[config.mk]
export PLATFORM = sky130hd
export DESIGN_NAME = tmp_spi_ctrl
export DESIGN_NICKNAME = d
export VERILOG_FILES = /design/src/rtl/tmp_spi_ctrl.sv
export SDC_FILE = /design/constraint.sdc
export NUM_CORES = 1
export LEC_CHECK = 0
export CORE_AREA = 2 2 83 61
export DETAILED_ROUTE_END_ITERATION = 7
export DIE_AREA = 0 0 85 63
export HOLD_SLACK_MARGIN = 0.1
export PLACE_DENSITY = 0.67
export SYNTH_ARGS = -nofsm -noshare
export SYNTH_HDL_FRONTEND = slang
export SYNTH_SLANG_ARGS = --single-unit
[constraint.sdc]
create_clock -name clk -period 2.85 [get_ports clk]
set_clock_uncertainty 0.2 [all_clocks]
set_input_delay 0.855 -clock clk [delete_from_list [all_inputs] [get_ports clk]]
set_output_delay 0.855 -clock clk [all_outputs]
set_load 0.1 [all_outputs]
[src/rtl/tmp_spi_ctrl.sv]
// SPI temperature-sensor read controller: one 16-bit frame per trigger, data byte = frame[14:7].
// Optional periodic self-trigger is built only when TMP_CTRL_PERIODIC_EN is defined.
module tmp_spi_ctrl #(
  parameter int CLK_DIV = 4,
  parameter int PERIOD  = 100000
) (
  input  logic       clk,
  input  logic       rst,
  input  logic       start,
  input  logic       period_en,
  output logic       busy,
  output logic       done,
  output logic       data_wr,
  output logic [7:0] data_out,
  output logic       spi_cs_n,
  output logic       spi_sclk,
  input  logic       spi_miso
);

  typedef enum logic [2:0] {
    IDLE  = 3'd0,
    SETUP = 3'd1,
    SHIFT = 3'd2,
    HOLD  = 3'd3,
    DONE  = 3'd4
  } state_t;

  localparam logic [7:0] DIV_LAST = 8'(CLK_DIV - 1);

  state_t      state_r, state_s;
  logic [7:0]  div_r, div_s;
  logic [4:0]  half_r, half_s;
  logic [15:0] shreg_r, shreg_s;
  logic [1:0]  sync_r;
  logic        cs_n_r, cs_n_s;
  logic        sclk_r, sclk_s;
  logic        done_r, done_s;
  logic        busy_r;
  logic [7:0]  data_r, data_s;
  logic        trig_s;

`ifdef TMP_CTRL_PERIODIC_EN
  localparam int PW = (PERIOD > 1) ? $clog2(PERIOD) : 1;
  logic [PW-1:0] per_cnt_r;
  logic          pend_r;

  // Period counter; a pending trigger survives until the FSM is back in IDLE.
  always_ff @(posedge clk or posedge rst) begin
    if (rst) begin
      per_cnt_r <= '0;
      pend_r    <= 1'b0;
    end else if (!period_en) begin
      per_cnt_r <= '0;
      pend_r    <= 1'b0;
    end else if (per_cnt_r == PW'(PERIOD - 1)) begin
      per_cnt_r <= '0;
      pend_r    <= 1'b1;
    end else begin
      per_cnt_r <= per_cnt_r + PW'(1);
      if (state_r == IDLE) begin
        pend_r <= 1'b0;
      end
    end
  end

  assign trig_s = start | pend_r;
`else
  // period_en is kept on the port but has no effect in this build.
  assign trig_s = start | (period_en & 1'b0);
`endif

  // Next-state, counters and next values of every registered output.
  always_comb begin
    state_s  = state_r;
    div_s    = div_r;
    half_s   = half_r;
    shreg_s  = shreg_r;
    cs_n_s   = 1'b1;
    sclk_s   = 1'b0;
    done_s   = 1'b0;
    data_s   = data_r;
    case (state_r)
      IDLE: begin
        if (trig_s) begin
          state_s = SETUP;
          div_s   = 8'd0;
          cs_n_s  = 1'b0;
        end else begin
          state_s = IDLE;
        end
      end
      SETUP: begin
        cs_n_s = 1'b0;
        if (div_r == DIV_LAST) begin
          state_s = SHIFT;
          div_s   = 8'd0;
          half_s  = 5'd0;
        end else begin
          div_s = div_r + 8'd1;
        end
      end
      SHIFT: begin
        cs_n_s = 1'b0;
        if (div_r == DIV_LAST) begin
          div_s = 8'd0;
          if (half_r == 5'd31) begin
            state_s = HOLD;
          end else begin
            // Even-to-odd half boundary is the SCLK rising edge: sample here.
            half_s = half_r + 5'd1;
            sclk_s = ~half_r[0];
            if (!half_r[0]) begin
              shreg_s = {shreg_r[14:0], sync_r[1]};
            end else begin
              shreg_s = shreg_r;
            end
          end
        end else begin
          div_s  = div_r + 8'd1;
          sclk_s = half_r[0];
        end
      end
      HOLD: begin
        cs_n_s = 1'b0;
        if (div_r == DIV_LAST) begin
          state_s = DONE;
          cs_n_s  = 1'b1;
          done_s  = 1'b1;
          data_s  = shreg_r[14:7];
        end else begin
          div_s = div_r + 8'd1;
        end
      end
      DONE: begin
        state_s = IDLE;
      end
      default: begin
        state_s = IDLE;
      end
    endcase
  end

  // State, counters, synchronizer and registered outputs.
  always_ff @(posedge clk or posedge rst) begin
    if (rst) begin
      state_r <= IDLE;
      div_r   <= 8'd0;
      half_r  <= 5'd0;
      shreg_r <= 16'h0000;
      sync_r  <= 2'b00;
      cs_n_r  <= 1'b1;
      sclk_r  <= 1'b0;
      done_r  <= 1'b0;
      busy_r  <= 1'b0;
      data_r  <= 8'h00;
    end else begin
      state_r <= state_s;
      div_r   <= div_s;
      half_r  <= half_s;
      shreg_r <= shreg_s;
      sync_r  <= {sync_r[0], spi_miso};
      cs_n_r  <= cs_n_s;
      sclk_r  <= sclk_s;
      done_r  <= done_s;
      busy_r  <= (state_s != IDLE);
      data_r  <= data_s;
    end
  end

  assign busy     = busy_r;
  assign done     = done_r;
  assign data_wr  = done_r;
  assign data_out = data_r;
  assign spi_cs_n = cs_n_r;
  assign spi_sclk = sclk_r;

endmodule

==> impl_metrics.json, run 1 <==
{
  "status": "finished clean",
  "netlist_instances": 160,
  "io_pins": 18,
  "cts_max_path_buffers": 2,
  "post_cts_resized": 0,
  "endpoint_kind": "flip-flop",
  "dp.final_hpwl_um": 2420,
  "timing.rr.start": "half_r[0]",
  "rsz0062_at_grt": "no",
  "grt_pass1_wl_um": 6020,
  "synth.distinct_cells": 45,
  "ir_drop_v": 0.000532,
  "grt_max_degree": 46,
  "clk_pin_slew_ps": 90,
  "synthArstFlopShare_pct": 100,
  "final_common_cell": "dfrtp_1",
  "layout_common_cells": "dfrtp_1 (44), buf_4 (17), mux2_2 (15), nand2_1 (11), mux2_1 (8)",
  "worstSetupPathType": "reg -> reg",
  "hold_viol": 0,
  "cts_made_buffers": 5,
  "worstRegToRegCells": 7,
  "n_fill_cell": 404,
  "ff2ff_setup_slack_ps": 340,
  "cap_violations": 0,
  "syn_avg_cell_area_um2": 12.5,
  "gp_congestion": 0.803,
  "critPathLaunchType": "flip-flop",
  "setup_tns_ps": 0,
  "routed_wl_um": 3470,
  "start_util_pct": 43.6,
  "synth_seq_cells": 45,
  "die_width_um": 85,
  "p_sw_mw": 0.778,
  "drive_gt1_share_pct": 25.8,
  "yosysWarnings": 0,
  "gr-total-overflow": 0,
  "p_leak_nw": 1.08,
  "portBuffers": 16,
  "clkSinkCount": 45,
  "core_area_um2": 4600,
  "hold_path_depth": 0,
  "post-cts-setup-buffer-count": 0,
  "powerDensity_nw_per_um2": 842,
  "period_share_pct": 88.1,
  "drtAntennaViolNets": 0,
  "ys_seq_area_share_pct": 56.2,
  "whs_ps": 157,
  "syn_area_um2": 2000,
  "placed_cell_area_um2": 2190,
  "drc": 0,
  "first_pass_iters": 4,
  "crit_path_end": "shreg_r[11]",
  "std_cell_rows": 21,
  "crit_arrival_ps": 2500,
  "clockPowerShare_pct": 20.4,
  "combPwrFrac_pct": 33.6,
  "dieArea_um2": 5360,
  "setup_violations": 0,
  "dp_slack_ps": 198,
  "cts_tree": "yes",
  "seq_power_share_pct": 46.0,
  "power.internal_mw": 1.15,
  "grt_usage_pct": 14.3,
  "maxSlewHeadroom_pct": 57.7,
  "synth-edff-count": 0,
  "cts_hold_buf": 0,
  "tightest_slew_ps": 634,
  "startpoint": "half_r[0]",
  "grt_antenna_before_repair": 0,
  "reg2reg_to": "shreg_r[11]",
  "insertion_delay_ps": 290,
  "final_max_slew_viol_count": 0,
  "final_area_um2": 2280,
  "h-tree-depth": 2,
  "grt_pass1_vias": 1318,
  "viasPerCell": 5.50,
  "clock.fmax_mhz": 398,
  "p_sw_share_pct": 40.4,
  "diodes": 0,
  "cts_root_buf": "clkbuf_8",
  "layout_setup_ws_ps": 339,
  "dr.first_iter.drc_count": 65,
  "cp_data_required_time_ps": 2840,
  "area_delta_synth_final_pct": 13.9,
  "route.detailed.wl_per_inst_um": 14.5,
  "vias": 1314,
  "final_nets": 189,
  "crit_fanout": 17,
  "hp-class": "reg -> reg",
  "syn-num-nets": 168,
  "synthFlopType": "dfrtp_1",
  "die_h_um": 63,
  "min_period_ps": 2510
}
worst min-delay path by stage:
stage | from | endpoint
6_report | sync_r[0] | sync_r[1]
5_1_grt | sync_r[0] | sync_r[1]
4_1_cts | sync_r[0] | sync_r[1]
3_5_place_dp | sync_r[0] | sync_r[1]
3_3_place_gp | sync_r[0] | sync_r[1]
2_1_floorplan | sync_r[0] | sync_r[1]
critical path, cell delays in order (launching register included):
cell	delay, ps
dfrtp_1	460
ha_1	250
and3_1	190
ha_1	220
and2b_1	270
nor3b_4	190
buf_4	260
mux2_2	360
synth_stat cells, types with 3 or more instances:
master | count | area share, %
a21oi_1 | 3 | 0.75
ha_1 | 3 | 1.9
buf_4 | 3 | 1.1
nor3_1 | 4 | 1.0
nor2b_1 | 4 | 1.2
nor2_1 | 6 | 1.1
nand3_1 | 7 | 1.7
o211ai_1 | 5 | 1.9
o21ai_0 | 6 | 1.5
a21o_1 | 3 | 1.1
mux2_1 | 8 | 4.5
inv_1 | 3 | 0.56
mux2_2 | 15 | 8.4
nand2_1 | 11 | 2.1
dfrtp_1 | 44 | 55
routing by layer:
metal	vias to the layer above	track usage [%]	share of wire [%]	routed length [um]
met2	20	23.5	48	1680
met5	-	0	0	0
met1	662	17.1	47	1630
li1	627	-	-	-
met3	5	6.21	3.9	137
met4	0	3.77	0.89	31
stage by stage:
stage / instances / total power [mW] / util, %
3_5_place_dp: 231 / 1.53 / 47.6
4_1_cts: 239 / 1.94 / 49.6
2_1_floorplan: 160 / 1.40 / -
6_report: 239 / 1.92 / 49.6
5_1_grt: 239 / 2.05 / 49.6
3_3_place_gp: 231 / 1.50 / 47.6
cells by family (layout without fill, tap and decap cells):
kind of cell	count (synthesis)	count (layout)	share of synthesized area (%)
fa+ha+maj	3	3	1.87
buf+inv	9	31	2.68
mux	23	23	12.9
xor+xnor	2	2	0.874
flops	45	45	56.2
compound gates	29	29	10.3
simple gates	49	49	15.1
power groups by stage:
| stage | Combinational (mW) | Sequential (mW) | Clock, mW |
|---|---|---|---|
| after detailed placement | 0.642 | 0.892 | 0 |
| after global routing | 0.704 | 0.902 | 0.444 |
| after floorplan | 0.452 | 0.946 | 0 |
| after global placement | 0.617 | 0.884 | 0 |
| final | 0.646 | 0.885 | 0.392 |
| after CTS | 0.647 | 0.880 | 0.413 |
final cells by class:
cell class                      instances  area [um^2]  area share, %
Timing Repair Buffer                   20          158           6.91
Clock inverter                          3         22.5          0.987
Sequential cell                        45         1130           49.4
Multi-Input combinational cell        106          823           36.1
Inverter                                3         11.3          0.493
Tap cell                               57         71.3           3.12
Clock buffer                            5         68.8           3.02
flip-flops by register name, indices dropped and copies added, names as in the netlist, 2 cells and up:
signal,count
shreg_r,15
sync_r,2
half_r,5
div_r,8
state_r,3
data_out,8
No activity file was read; power rests on OpenSTA's default activity.
==> inputs of run 2 (changes only) <==
CORE_AREA = 2 2 75 56   (was 2 2 83 61)
DIE_AREA = 0 0 77 58   (was 0 0 85 63)
PLACE_DENSITY = 0.78   (was 0.67)
==> run 2 against run 1 <==
Fmax shrank 2.2%. Sequential cell count is the same. Die area shrank 17%. Sequential share of layout area grew 0.24 points. Routed wire length grew 3.0%. Via count grew 1.4%. Clock-buffer cell count grew 2. Critical endpoint is now shreg_r[10]. Largest cell class unchanged.
==> impl_metrics.json, run 2 (synthesis gave the netlist of run 1 again) <==
{
  "path_cells": "ha_1 > and3_1 > ha_1 > and2b_1 > nor3b_4 > buf_4 > mux2_2",
  "rsz0062_at_grt": "no",
  "core_area_um2": 3760,
  "min_period_ps": 2570,
  "route.detailed.wl_per_inst_um": 15.3,
  "gp_congestion": 0.848,
  "routed_wl_um": 3570,
  "period_share_pct": 90.1,
  "viasPerCell": 5.72,
  "area_delta_synth_final_pct": 13.3,
  "worstSetupPathType": "reg -> reg",
  "cp.depth": 7,
  "post_cts_resized": 0,
  "drive_gt1_share_pct": 24.9,
  "grt_max_degree": 46,
  "hold_path_depth": 0,
  "drc": 0,
  "ff2ff_setup_slack_ps": 280,
  "critPathLaunchType": "flip-flop",
  "cts_tree": "yes",
  "start_util_pct": 53.4,
  "slowest_stage": "dfrtp_1",
  "diodes": 0,
  "insertion_delay_ps": 300,
  "final_common_cell": "dfrtp_1",
  "crit_fanout": 17,
  "top_register": "shreg_r",
  "die_h_um": 58,
  "drtAntennaViolNets": 0,
  "first_pass_iters": 4,
  "p_leak_nw": 1.07,
  "final_max_slew_viol_count": 0,
  "n_fill_cell": 318,
  "cp_slowest_stage_delay_ps": 460,
  "status": "finished clean",
  "cp_data_required_time_ps": 2830,
  "io_pins": 18,
  "portBuffers": 16,
  "clk_pin_slew_ps": 90,
  "hold_viol": 0,
  "cpLargestDelayFamily": "simple AND/OR/NAND/NOR gates",
  "dp.final_hpwl_um": 2480,
  "die_width_um": 77,
  "hp-class": "reg -> reg",
  "dieArea_um2": 4470,
  "std_cell_rows": 19,
  "final_nets": 188,
  "grt_pass1_vias": 1366,
  "h-tree-depth": 2,
  "powerDensity_nw_per_um2": 849,
  "grt_usage_pct": 19.1,
  "crit_top_cell": "ha_1",
  "setup_violations": 0,
  "largest_reg_flops": 15,
  "post-cts-setup-buffer-count": 0,
  "path_buf_inv": 1,
  "dr.first_iter.drc_count": 94,
  "cts_made_buffers": 5,
  "layout_common_cells": "dfrtp_1 (44), buf_4 (16), mux2_2 (15), nand2_1 (11), mux2_1 (8)",
  "grt_pass1_wl_um": 6540,
  "clock.fmax_mhz": 390,
  "endpoint_kind": "flip-flop",
  "cts_root_buf": "clkbuf_8",
  "maxSlewHeadroom_pct": 54.1,
  "clkSinkCount": 45,
  "cts_max_path_buffers": 2,
  "setup_tns_ps": 0,
  "worstRegToRegCells": 7,
  "tightest_slew_ps": 688,
  "cts_hold_buf": 0,
  "crit_arrival_ps": 2550,
  "vias": 1333,
  "grt_antenna_before_repair": 0,
  "power_mw": 1.93,
  "cap_violations": 0,
  "ir_drop_v": 0.000559,
  "gr-total-overflow": 0
}
[run 2: changes by cell type in the layout (fill, tap and decap cells not counted), sizes merged]
cell and change:
buf -1, clkbuf +2, clkinv -4, clkinvlp +1, inv +1
[run 2: path summary, 6_finish.rpt]
check / startpoint / endpoint
setup / recovery: half_r[0] / shreg_r[10]
hold / removal: sync_r[0] / sync_r[1]
setup reg to reg: half_r[0] / shreg_r[10]
hold reg to reg: sync_r[0] / sync_r[1]
max in group asynchronous: rst / spi_cs_n
min in group asynchronous: rst / half_r[0]
[run 2: metal layers]
layer | global-route usage [%] | vias up | part of all wire [%]
met5 | 0 | - | 0
met4 | 8.67 | 0 | 1.2
met3 | 5.14 | 4 | 4.6
met2 | 29.1 | 36 | 47
met1 | 26.3 | 668 | 47
li1 | - | 625 | -
[run 2: cell type report]
cell class / count / area, um^2 / share of cell area, %
flip-flops and latches: 45 / 1130 / 49.6
well taps: 52 / 65.1 / 2.87
clock inverters: 1 / 7.51 / 0.331
multi-input cells: 106 / 823 / 36.3
clock buffers: 7 / 86.3 / 3.80
repair buffers: 19 / 150 / 6.61
inverters: 3 / 11.3 / 0.496
[run 2: per-stage QoR]
step	worst slack, ps	cells	area, um^2	hold slack, ps	util [%]
6_report	283	233	2270	170	60.5
5_1_grt	137	233	2270	190	60.5
4_1_cts	303	233	2270	175	60.5
3_5_place_dp	115	225	2180	143	58.0
3_3_place_gp	163	225	2180	144	58.0
2_1_floorplan	389	160	2000	131	-
[run 2: power by group]
| part | leakage, nW | total, mW | internal (mW) | switching, mW |
|---|---|---|---|---|
| combinational | 0.426 | 0.640 | 0.225 | 0.415 |
| clock | 0.0445 | 0.406 | 0.197 | 0.209 |
| sequential | 0.602 | 0.882 | 0.740 | 0.141 |
